$ cat config.mk
export PLATFORM = sky130hd
export DESIGN_NAME = dff_pipe
export DESIGN_NICKNAME = d
export VERILOG_FILES = /design/src/rtl/dff_pipe.sv
export SDC_FILE = /design/constraint.sdc
export NUM_CORES = 1
export LEC_CHECK = 0
export ABC_AREA = 1
export CAP_MARGIN = 15
export CORE_MARGIN = 5
export CORE_UTILIZATION = 47
export CTS_CLUSTER_SIZE = 20
export DETAILED_ROUTE_END_ITERATION = 7
export GPL_ROUTABILITY_DRIVEN = 0
export PLACE_DENSITY_LB_ADDON = 0.08
export SLEW_MARGIN = 30
export SYNTH_ARGS = -nofsm -noshare
export SYNTH_HDL_FRONTEND = slang
export SYNTH_SLANG_ARGS = --single-unit
$ cat constraint.sdc
create_clock -name clk -period 2.35 [get_ports clk]
set_input_delay 0.47 -clock clk [delete_from_list [all_inputs] [get_ports clk]]
set_output_delay 0.47 -clock clk [all_outputs]
set_load 0.01 [all_outputs]
$ cat src/rtl/dff_pipe.sv
// WIDTH-bit, DEPTH-stage registered pipeline with per-stage valid bits,
// valid/ready backpressure, bubble collapsing, synchronous flush and occupancy.
module dff_pipe #(
    parameter int unsigned          WIDTH     = 8,
    parameter int unsigned          DEPTH     = 4,
    parameter logic [WIDTH-1:0]     RESET_VAL = '0,
    localparam int unsigned         CW        = $clog2(DEPTH + 1)
) (
    input  logic             clk,
    input  logic             reset,
    input  logic             clr,
    input  logic             in_valid,
    output logic             in_ready,
    input  logic [WIDTH-1:0] in_data,
    output logic             out_valid,
    input  logic             out_ready,
    output logic [WIDTH-1:0] out_data,
    output logic [CW-1:0]    count
);

    logic [WIDTH-1:0] d [DEPTH];
    logic [DEPTH-1:0] v;
    logic [DEPTH-1:0] adv;

    // A stage may move when it is empty or the stage below it moves;
    // this is what lets bubbles collapse behind a stalled output.
    always_comb begin
        adv = '0;
        adv[DEPTH-1] = !v[DEPTH-1] | out_ready;
        for (int i = int'(DEPTH) - 2; i >= 0; i--) begin
            adv[i] = !v[i] | adv[i+1];
        end
    end

    assign in_ready  = adv[0] & !clr;
    assign out_valid = v[DEPTH-1] & !clr;
    assign out_data  = d[DEPTH-1];

    always_comb begin
        count = '0;
        for (int i = 0; i < int'(DEPTH); i++) begin
            count = count + CW'(v[i]);
        end
    end

    always_ff @(posedge clk or negedge reset) begin
        if (!reset) begin
            v <= '0;
            for (int i = 0; i < int'(DEPTH); i++) begin
                d[i] <= RESET_VAL;
            end
        end else if (clr) begin
            v <= '0;
        end else begin
            // Stage 0 takes the producer; each later stage takes its upstream neighbour.
            if (adv[0]) begin
                v[0] <= in_valid;
                if (in_valid) begin
                    d[0] <= in_data;
                end
            end
            for (int i = 1; i < int'(DEPTH); i++) begin
                if (adv[i]) begin
                    v[i] <= v[i-1];
                    if (v[i-1]) begin
                        d[i] <= d[i-1];
                    end
                end
            end
        end
    end

endmodule

==> Yosys cells after proc, flatten, opt, wreduce, memory -nomap -nowiden <==
Cells that the tools add are included.
Widths: inputs -> output; s select.
{ "totals": {"mem_count": 0, "ff_bits": 36, "output_inout_bits": 13, "in_bits": 13, "romBits": 0, "ram_bits": 0, "latchBits": 0, "elab_cells": 36} }
{ "op_classes": {"reduce_logical": 13, "bitwise": 7, "multipliers": 0, "n_lt_le_gt_ge": 0, "n_div": 0, "mux": 5, "shifts": 0, "add_sub_neg": 3, "eq_ne": 0} }
{ "ops": {"columns": ["op", "count"], "rows": [
  ["$reduce_and 3->1", 4],
  ["$reduce_bool 2->1", 4],
  ["$logic_not 1->1", 5],
  ["$mux 1", 4],
  ["$mux 4", 1],
  ["$or 1x1->1", 4],
  ["$add 2x1->3", 1],
  ["$add 3x1->3", 1],
  ["$add 1x1->2", 1],
  ["$and 1x1->1", 2],
  ["$not 1->1", 1]
]} }

==> Logic depth before layout (Yosys ltp) <==
Gate-level depths: netlist of run 1.
{ "logic_depth": {"depth_word": 7, "depth_mapped": 7, "mapped_depth_nobuf": 6} }

==> Least setup slack after synthesis of run 1 <==
OpenSTA, ideal clock, no wires.
{ "synth_timing": {"path_kind": "register -> output", "startpoint": "reg v[0]", "endpoint": "out count[1]", "stages_incl_launch_ff": 6, "path_buffers": 0, "setup_slack_ns": 0.356, "required_ns": 1.880, "arrival_ns": 1.524, "path_cell_list": "dfrtp_1 -> inv_1 -> fa_1 -> inv_1 -> ha_1 -> ha_1"} }
{ "synth_between": {"elab_chain_len": 3} }
{ "synth_lines": {"columns": ["item", "line_no", "text"], "rows": [
  ["start, declared", "22", "logic [DEPTH-1:0] v;"],
  ["start signal, assigned", "57", "v[0] <= in_valid;"],
  ["start signal, assigned by index", "64", "v[i] <= v[i-1];"],
  ["$add 1x1->2", "42", "count = count + CW'(v[i]);"],
  ["$add 2x1->3", "42", null],
  ["$add 3x1->3", "42", null],
  ["end, declared", "18", "output logic [CW-1:0] count"]
]} }
No other way between the ends.

==> Worst setup path after layout of run 1 <==
{ "layout_timing": {"startpoint": "reg v[3]", "endpoint": "out count[1]"} }
{ "layout_between": {"elab_chain_len": 1} }
{ "layout_lines": {"columns": ["item", "line_no"], "rows": [
  ["$add 3x1->3", "42"]
]} }
No other way between the ends.

==> results of run 1 <==
flip-flops by register name, summed over array words and instances (netlist names):
| signal | flops |
|---|---|
| v | 4 |
| d | 24 |
| out_data | 8 |
logic make-up (layout without fill, tap and decap cells):
group | Yosys count | in the layout | share of synthesized area
compound gates | 12 | 12 | 0.0498
fa+ha+maj | 3 | 3 | 0.0272
buf+inv | 24 | 54 | 0.0846
simple gates | 95 | 95 | 0.295
flops | 36 | 36 | 0.544
layer usage:
layer,vias up,share of wire,GRT usage
met5,-,0,0
met4,0,0.028,0.0781
met3,7,0.044,0.0362
met2,26,0.47,0.219
met1,503,0.46,0.151
li1,592,-,-
what timing repair did:
action                                  in CTS  in global routing
hold buffers                                 0                  0
pin swaps                                    1                  0
endpoints found under the setup margin       3                  4
resized for setup                           12                  4
metrics by stage:
stage	area (um^2)	std cells
after floorplan	1660	170
after global placement	1940	238
after detailed placement	1940	238
after CTS	2010	246
after global routing	2010	246
final	2010	246
how the worst min path moves through the flow:
stage / start / end / cells after the start
after floorplan: reset / d[10] / 0
after global placement: out_data[0] / out_data[0] / 2
after detailed placement: out_data[1] / out_data[1] / 2
after CTS: out_data[1] / out_data[1] / 2
after global routing: d[18] / d[18] / 2
final: out_data[0] / out_data[0] / 2
cell type report:
type / instances / area, um^2 / area share
inverter: 12 / 45.0 / 0.0224
clock buffer: 6 / 51.3 / 0.0256
sequential: 36 / 901 / 0.449
multi-input combinational: 110 / 631 / 0.314
timing repair buffer: 34 / 312 / 0.155
tap: 46 / 57.6 / 0.0287
clock inverter: 2 / 10.0 / 0.00499
cells in the final DEF (no fill, tap or decap), types with 2 or more instances in the layout:
cell	n
sky130_fd_sc_hd__nand2_1	50
sky130_fd_sc_hd__dfrtp_1	36
sky130_fd_sc_hd__nand3_1	25
sky130_fd_sc_hd__clkdlybuf4s50_1	21
sky130_fd_sc_hd__buf_4	9
sky130_fd_sc_hd__inv_1	7
sky130_fd_sc_hd__nand2_2	6
sky130_fd_sc_hd__a21oi_1	6
sky130_fd_sc_hd__inv_2	5
sky130_fd_sc_hd__nor2_1	5
sky130_fd_sc_hd__clkbuf_4	5
sky130_fd_sc_hd__o21ai_2	4
sky130_fd_sc_hd__nor2_4	3
sky130_fd_sc_hd__nor2_8	2
sky130_fd_sc_hd__nor2_2	2
sky130_fd_sc_hd__a21oi_2	2
sky130_fd_sc_hd__clkinv_2	2
report_power, final:
part           internal [mW]  total (mW)  switching, mW
Combinational          0.149       0.289          0.140
Clock                  0.142       0.338          0.196
Sequential             0.730       0.787         0.0569
Total                   1.02        1.41          0.392
worst min-delay path, delay by kind of cell (launching register included):
family           cells  cell delay (ns)
DFF                  1             0.36
and+or+nand+nor      2             0.09
==> impl_metrics.tcl, run 1 <==
set metrics [dict create \
    synthCells 170 \
    total_power_after_layout_mw 1.41 \
    power.density_mw_per_mm2 705 \
    mappedNetlistArea_mm2 0.00166 \
    numCtsBuffers 5 \
    final-hold-violation-count 0 \
    post-route-min-period_ns 2.30 \
    final.setup_skew_ns 0.00590 \
    hpwl_mm 2.06 \
    preCtsSetupSlack_ns -0.0668 \
    crit_slowest_cell "sky130_fd_sc_hd__fa_1" \
    timing.critical_path.max_delay_family "adder cells" \
    synth_top_cells_by_count "sky130_fd_sc_hd__nand2_1, sky130_fd_sc_hd__dfrtp_1, sky130_fd_sc_hd__nand3_1" \
    crit_required_ns 1.88 \
    synthesis.yosys.warnings 0 \
    h-tree-depth 2 \
    die_y_um 69.4 \
    timing.critical_path.to "count[1]" \
    via_count 1128 \
    detail_route.drc_violations 0 \
    fmax_mhz 435 \
    clock_transition_at_the_registers_of_the_reported_paths_ns 0.10 \
    antenna_violating_nets_post_route 0 \
    synth-main-ff-cell "sky130_fd_sc_hd__dfrtp_1" \
    fin_hold_ws_ns 0.476 \
    synthTopCellsByArea "sky130_fd_sc_hd__dfrtp_1, sky130_fd_sc_hd__nand2_1, sky130_fd_sc_hd__nand3_1" \
    timing.reg2reg.worst_path_depth 8 \
    avgViaCountPerCell 4.59 \
    run_status "completed" \
    synth_cell_type_count 20 \
    grt.overflow.total 0 \
    worst_slew_pin_slew_ns 0.445 \
    fin_util 0.597 \
    yosys.cell_count.top_type "sky130_fd_sc_hd__nand2_1" \
    fp.dieW_um 69.4 \
    cts.sinks 36 \
    drt_iter0_markers 54 \
    timing.final.ws_setup_ns 0.0530 \
    crit_buf_inv 3 \
    critPathKind "reg -> out" \
    num-fill-cells 329 \
    setup-tns-final_ns 0 \
    num_io_pins 26 \
    synth_sequential_area_ratio 0.544 \
    ys_seq_elements 36 \
    clkLatencyLatePin_ns 0.34 \
    critical_path_arrival_ns 1.83 \
    critPathLaunch "v[3]" \
    synth.net_count 186 \
    number_of_global_route_vias_before_repair 1160 \
    slew_viol_final 0 \
    fp.dieArea_mm2 0.00481 \
    grt.total_usage 0.132 \
    synthDominantCellAreaShare 0.544 \
    post-synth-top-area-cell "sky130_fd_sc_hd__dfrtp_1" \
    cts.repair_timing.setup_buffer_count 0 \
    rr_startpoint "v[3]" \
    cts-root-buf "sky130_fd_sc_hd__clkbuf_4" \
    critical_path_cell_count 6 \
    holdCritPathClass "reg -> reg" \
    tritoncts "yes" \
    ir_worst_vdd_mv 0.314 \
    critPathLaunchType "flop" \
    row_count 21 \
    synthesis.area_per_instance_um2 9.74 \
    antenna_found_initial 0 \
    path_cells "inv_2 -> fa_1 -> inv_1 -> ha_2 -> ha_4 -> buf_6" \
    number_of_enable_flip_flop_cells_after_synthesis 0 \
    maxSlewHeadroom 0.703 \
    first_pass_grt_wire_length_mm 5.06 \
    syn2layout_area_growth_pct 21.1 \
    p_leak_nw 1.03 \
    diodes 0 \
    grt_start_max_net_pins 37 \
    ctsLongestPathBuffers 2 \
    route.detailed.wl_per_inst_um 11.0 \
    destination_of_the_worst_register_to_register_timing_path "out_data[5]" \
    finalWirelength_mm 2.71 \
    final_min_period_over_clock_period 0.977 \
    cp_slowest_stage_delay_ns 0.53 \
    design.core.area_mm2 0.00336 \
    critPathCaptureType "output pin" \
    reg2reg_setup_slack_ns 0.99 \
    setup-violations-final 0 \
    io_buffers 25 \
    cp_max_fo 2 \
    floorplan.initialDensity 0.493 \
    ys_async_sr_fraction 1.00 \
    drt_pass1_iterations 4 \
    final_net_count 215 \
    max-cap-violations 0 \
    post_route_cells_drive_above_1_share 0.240 \
    rsz0062_at_grt "yes" \
]
(Power assumes the default switching activity.)
==> run 2, diff against run 1 <==
Settings changed: HOLD_SLACK_MARGIN set to 0.15.
==> results of run 2 <==
Same layout as run 1: the final DEF is identical, and so are final timing and power.
==> run 3, diff against run 2 <==
Clock period 2.35 ns to 2.6 ns, I/O delays scaled along.
==> run 3 against run 2 <==
Against the previous run: worst hold slack better by 0.0017 ns; die area unchanged; via count is essentially flat; core utilization fell by 0.67 points; sequential cell count unchanged; sequential share of layout area increased by 0.51 points; register-to-register slack gained 0.34 ns; final cell count fell by 0.41%; clock-buffer cell count grew 1; critical path depth stayed put; critical endpoint is now count[2]; largest power group unchanged.
==> impl_metrics.tcl, run 3 (same netlist as run 1, synthesis figures left out) <==
set metrics [dict create \
    worst_slew_pin_slew_ns 0.450 \
    slew_viol_final 0 \
    diodes 0 \
    internal_power_mw 0.926 \
    final.setup_skew_ns 0.0118 \
    fin_util 0.590 \
    clock_transition_at_the_registers_of_the_reported_paths_ns 0.11 \
    hpwl_mm 2.01 \
    route.detailed.wl_per_inst_um 10.7 \
    setup-violations-final 0 \
    run_status "completed" \
    post-route-min-period_ns 2.47 \
    power.net_switching_mw 0.358 \
    holdCritPathClass "reg -> reg" \
    drt_pass1_iterations 4 \
    tritoncts "yes" \
    final_min_period_over_clock_period 0.949 \
    antenna_found_initial 0 \
    post_route_cells_drive_above_1_share 0.206 \
    fp.dieArea_mm2 0.00481 \
    top_layer_used "met4" \
    critPathCaptureType "output pin" \
    detail_route.drc_violations 0 \
    grt_start_max_net_pins 37 \
    drt_iter0_markers 36 \
    crit_required_ns 2.08 \
    swShare 0.279 \
    routed-wl-met3_um 120 \
    power.density_mw_per_mm2 647 \
    most-common-layout-cells "sky130_fd_sc_hd__nand2_1, sky130_fd_sc_hd__dfrtp_1, sky130_fd_sc_hd__nand3_1" \
    clkLatencyLatePin_ns 0.33 \
    preCtsSetupSlack_ns 0.0419 \
    numCtsBuffers 5 \
    setup-tns-final_ns 0 \
    number_of_global_route_vias_before_repair 1092 \
    combPwrFrac 0.203 \
    cts.sinks 36 \
    num_io_pins 26 \
    critPathKind "reg -> out" \
    grt.total_usage 0.119 \
    cp_max_fo 2 \
    fin_hold_ws_ns 0.478 \
    seqPwrFrac 0.555 \
    io_buffers 25 \
    met2RoutedLength_mm 1.25 \
    most_frequent_standard_cell_in_the_layout_excluding_fill_and_tap_cells "sky130_fd_sc_hd__nand2_1" \
    multi_input_comb_area_um2 616 \
    via_count 1127 \
    rsz0062_at_grt "no" \
    first_pass_grt_wire_length_mm 4.69 \
    critical_path_arrival_ns 1.95 \
    die_y_um 69.4 \
    clock_power_share 0.242 \
    grt.overflow.total 0 \
    critPathLaunchType "flop" \
    avgViaCountPerCell 4.60 \
    design.core.area_mm2 0.00336 \
    syn2layout_area_growth_pct 19.8 \
    ir_worst_vdd_mv 0.322 \
    max-cap-violations 0 \
    fp.dieW_um 69.4 \
    finalWirelength_mm 2.61 \
    p_leak_nw 1.02 \
    timing.final.ws_setup_ns 0.132 \
    antenna_violating_nets_post_route 0 \
    final_net_count 214 \
    largest_reg_flops 24 \
    num-fill-cells 328 \
    maxSlewHeadroom 0.700 \
    floorplan.initialDensity 0.493 \
    cts-root-buf "sky130_fd_sc_hd__clkbuf_4" \
    top_register_by_number_of_flip_flops "d" \
    h-tree-depth 2 \
    routedLengthMet1_mm 1.22 \
    row_count 21 \
    final-hold-violation-count 0 \
    sequential_cell_area_um2 901 \
    ctsLongestPathBuffers 2 \
    fmax_mhz 405 \
]
run 3: changes by cell type in the layout (fill, tap and decap cells not counted):
cell                              change
sky130_fd_sc_hd__buf_2                -1
sky130_fd_sc_hd__buf_4                -1
sky130_fd_sc_hd__buf_6                -1
sky130_fd_sc_hd__clkbuf_1             +1
sky130_fd_sc_hd__clkdlybuf4s50_1      +1
sky130_fd_sc_hd__clkinv_2             -2
sky130_fd_sc_hd__clkinvlp_4           +1
sky130_fd_sc_hd__dlygate4sd2_1        +2
sky130_fd_sc_hd__dlymetal6s2s_1       -1
sky130_fd_sc_hd__ha_1                 +2
sky130_fd_sc_hd__ha_2                 -1
sky130_fd_sc_hd__ha_4                 -1
sky130_fd_sc_hd__inv_1                +1
sky130_fd_sc_hd__inv_2                -1
run 3: layout make-up:
type / count / area share
Clock buffer: 7 / 0.0277
Multi-Input combinational cell: 110 / 0.310
Clock inverter: 1 / 0.00378
Sequential cell: 36 / 0.454
Inverter: 12 / 0.0227
Timing Repair Buffer: 33 / 0.153
Tap cell: 46 / 0.0290
run 3: per-layer routing:
| metal | global-route usage | vias to the layer above |
|---|---|---|
| met5 | 0 | - |
| met4 | 0.0325 | 0 |
| met3 | 0.0478 | 4 |
| met2 | 0.197 | 26 |
| met1 | 0.143 | 503 |
| li1 | - | 594 |
run 3: worst paths after layout:
path / start / endpoint / slack, ns / depth (start not counted)
max: v[0] / count[2] / 0.13 / 6
min: out_data[0] / out_data[0] / 0.48 / 2
max reg2reg: v[3] / out_data[5] / 1.33 / 7
min reg2reg: out_data[0] / out_data[0] / 0.48 / 2
max in group asynchronous: reset / d[17] / 1.67 / 2
min in group asynchronous: reset / v[2] / 0.60 / 2
run 3: critical path: stages (launching register included):
cell,delay [ns]
sky130_fd_sc_hd__dfrtp_1,0.36
sky130_fd_sc_hd__inv_1,0.07
sky130_fd_sc_hd__fa_1,0.53
sky130_fd_sc_hd__inv_1,0.04
sky130_fd_sc_hd__ha_1,0.17
sky130_fd_sc_hd__ha_1,0.18
sky130_fd_sc_hd__dlygate4sd2_1,0.28
run 3: what timing repair did:
| action | 4_1_cts | 5_1_grt |
|---|---|---|
| hold buffers | 0 | 0 |
| setup endpoints to repair | 3 | 1 |
| buffers inserted | 2 | 0 |
| gates cloned | 0 | 0 |
| resized for setup | 4 | 1 |
| pin swaps | 0 | 0 |
run 3: power groups by stage:
stage               Clock, mW  Sequential, mW  Combinational, mW
detailed placement          0           0.726              0.267
CTS                     0.321           0.714              0.268
global placement            0           0.721              0.257
floorplan                   0           0.712              0.189
finish                  0.311           0.713              0.260
global route            0.345           0.726              0.293
run 3: metrics by stage:
| stage | area, um^2 | std cells | total power [mW] |
|---|---|---|---|
| after floorplan | 1660 | 170 | 0.901 |
| after global placement | 1910 | 235 | 0.977 |
| after detailed placement | 1910 | 235 | 0.993 |
| after CTS | 1990 | 245 | 1.30 |
| after global routing | 1980 | 245 | 1.36 |
| final | 1980 | 245 | 1.28 |
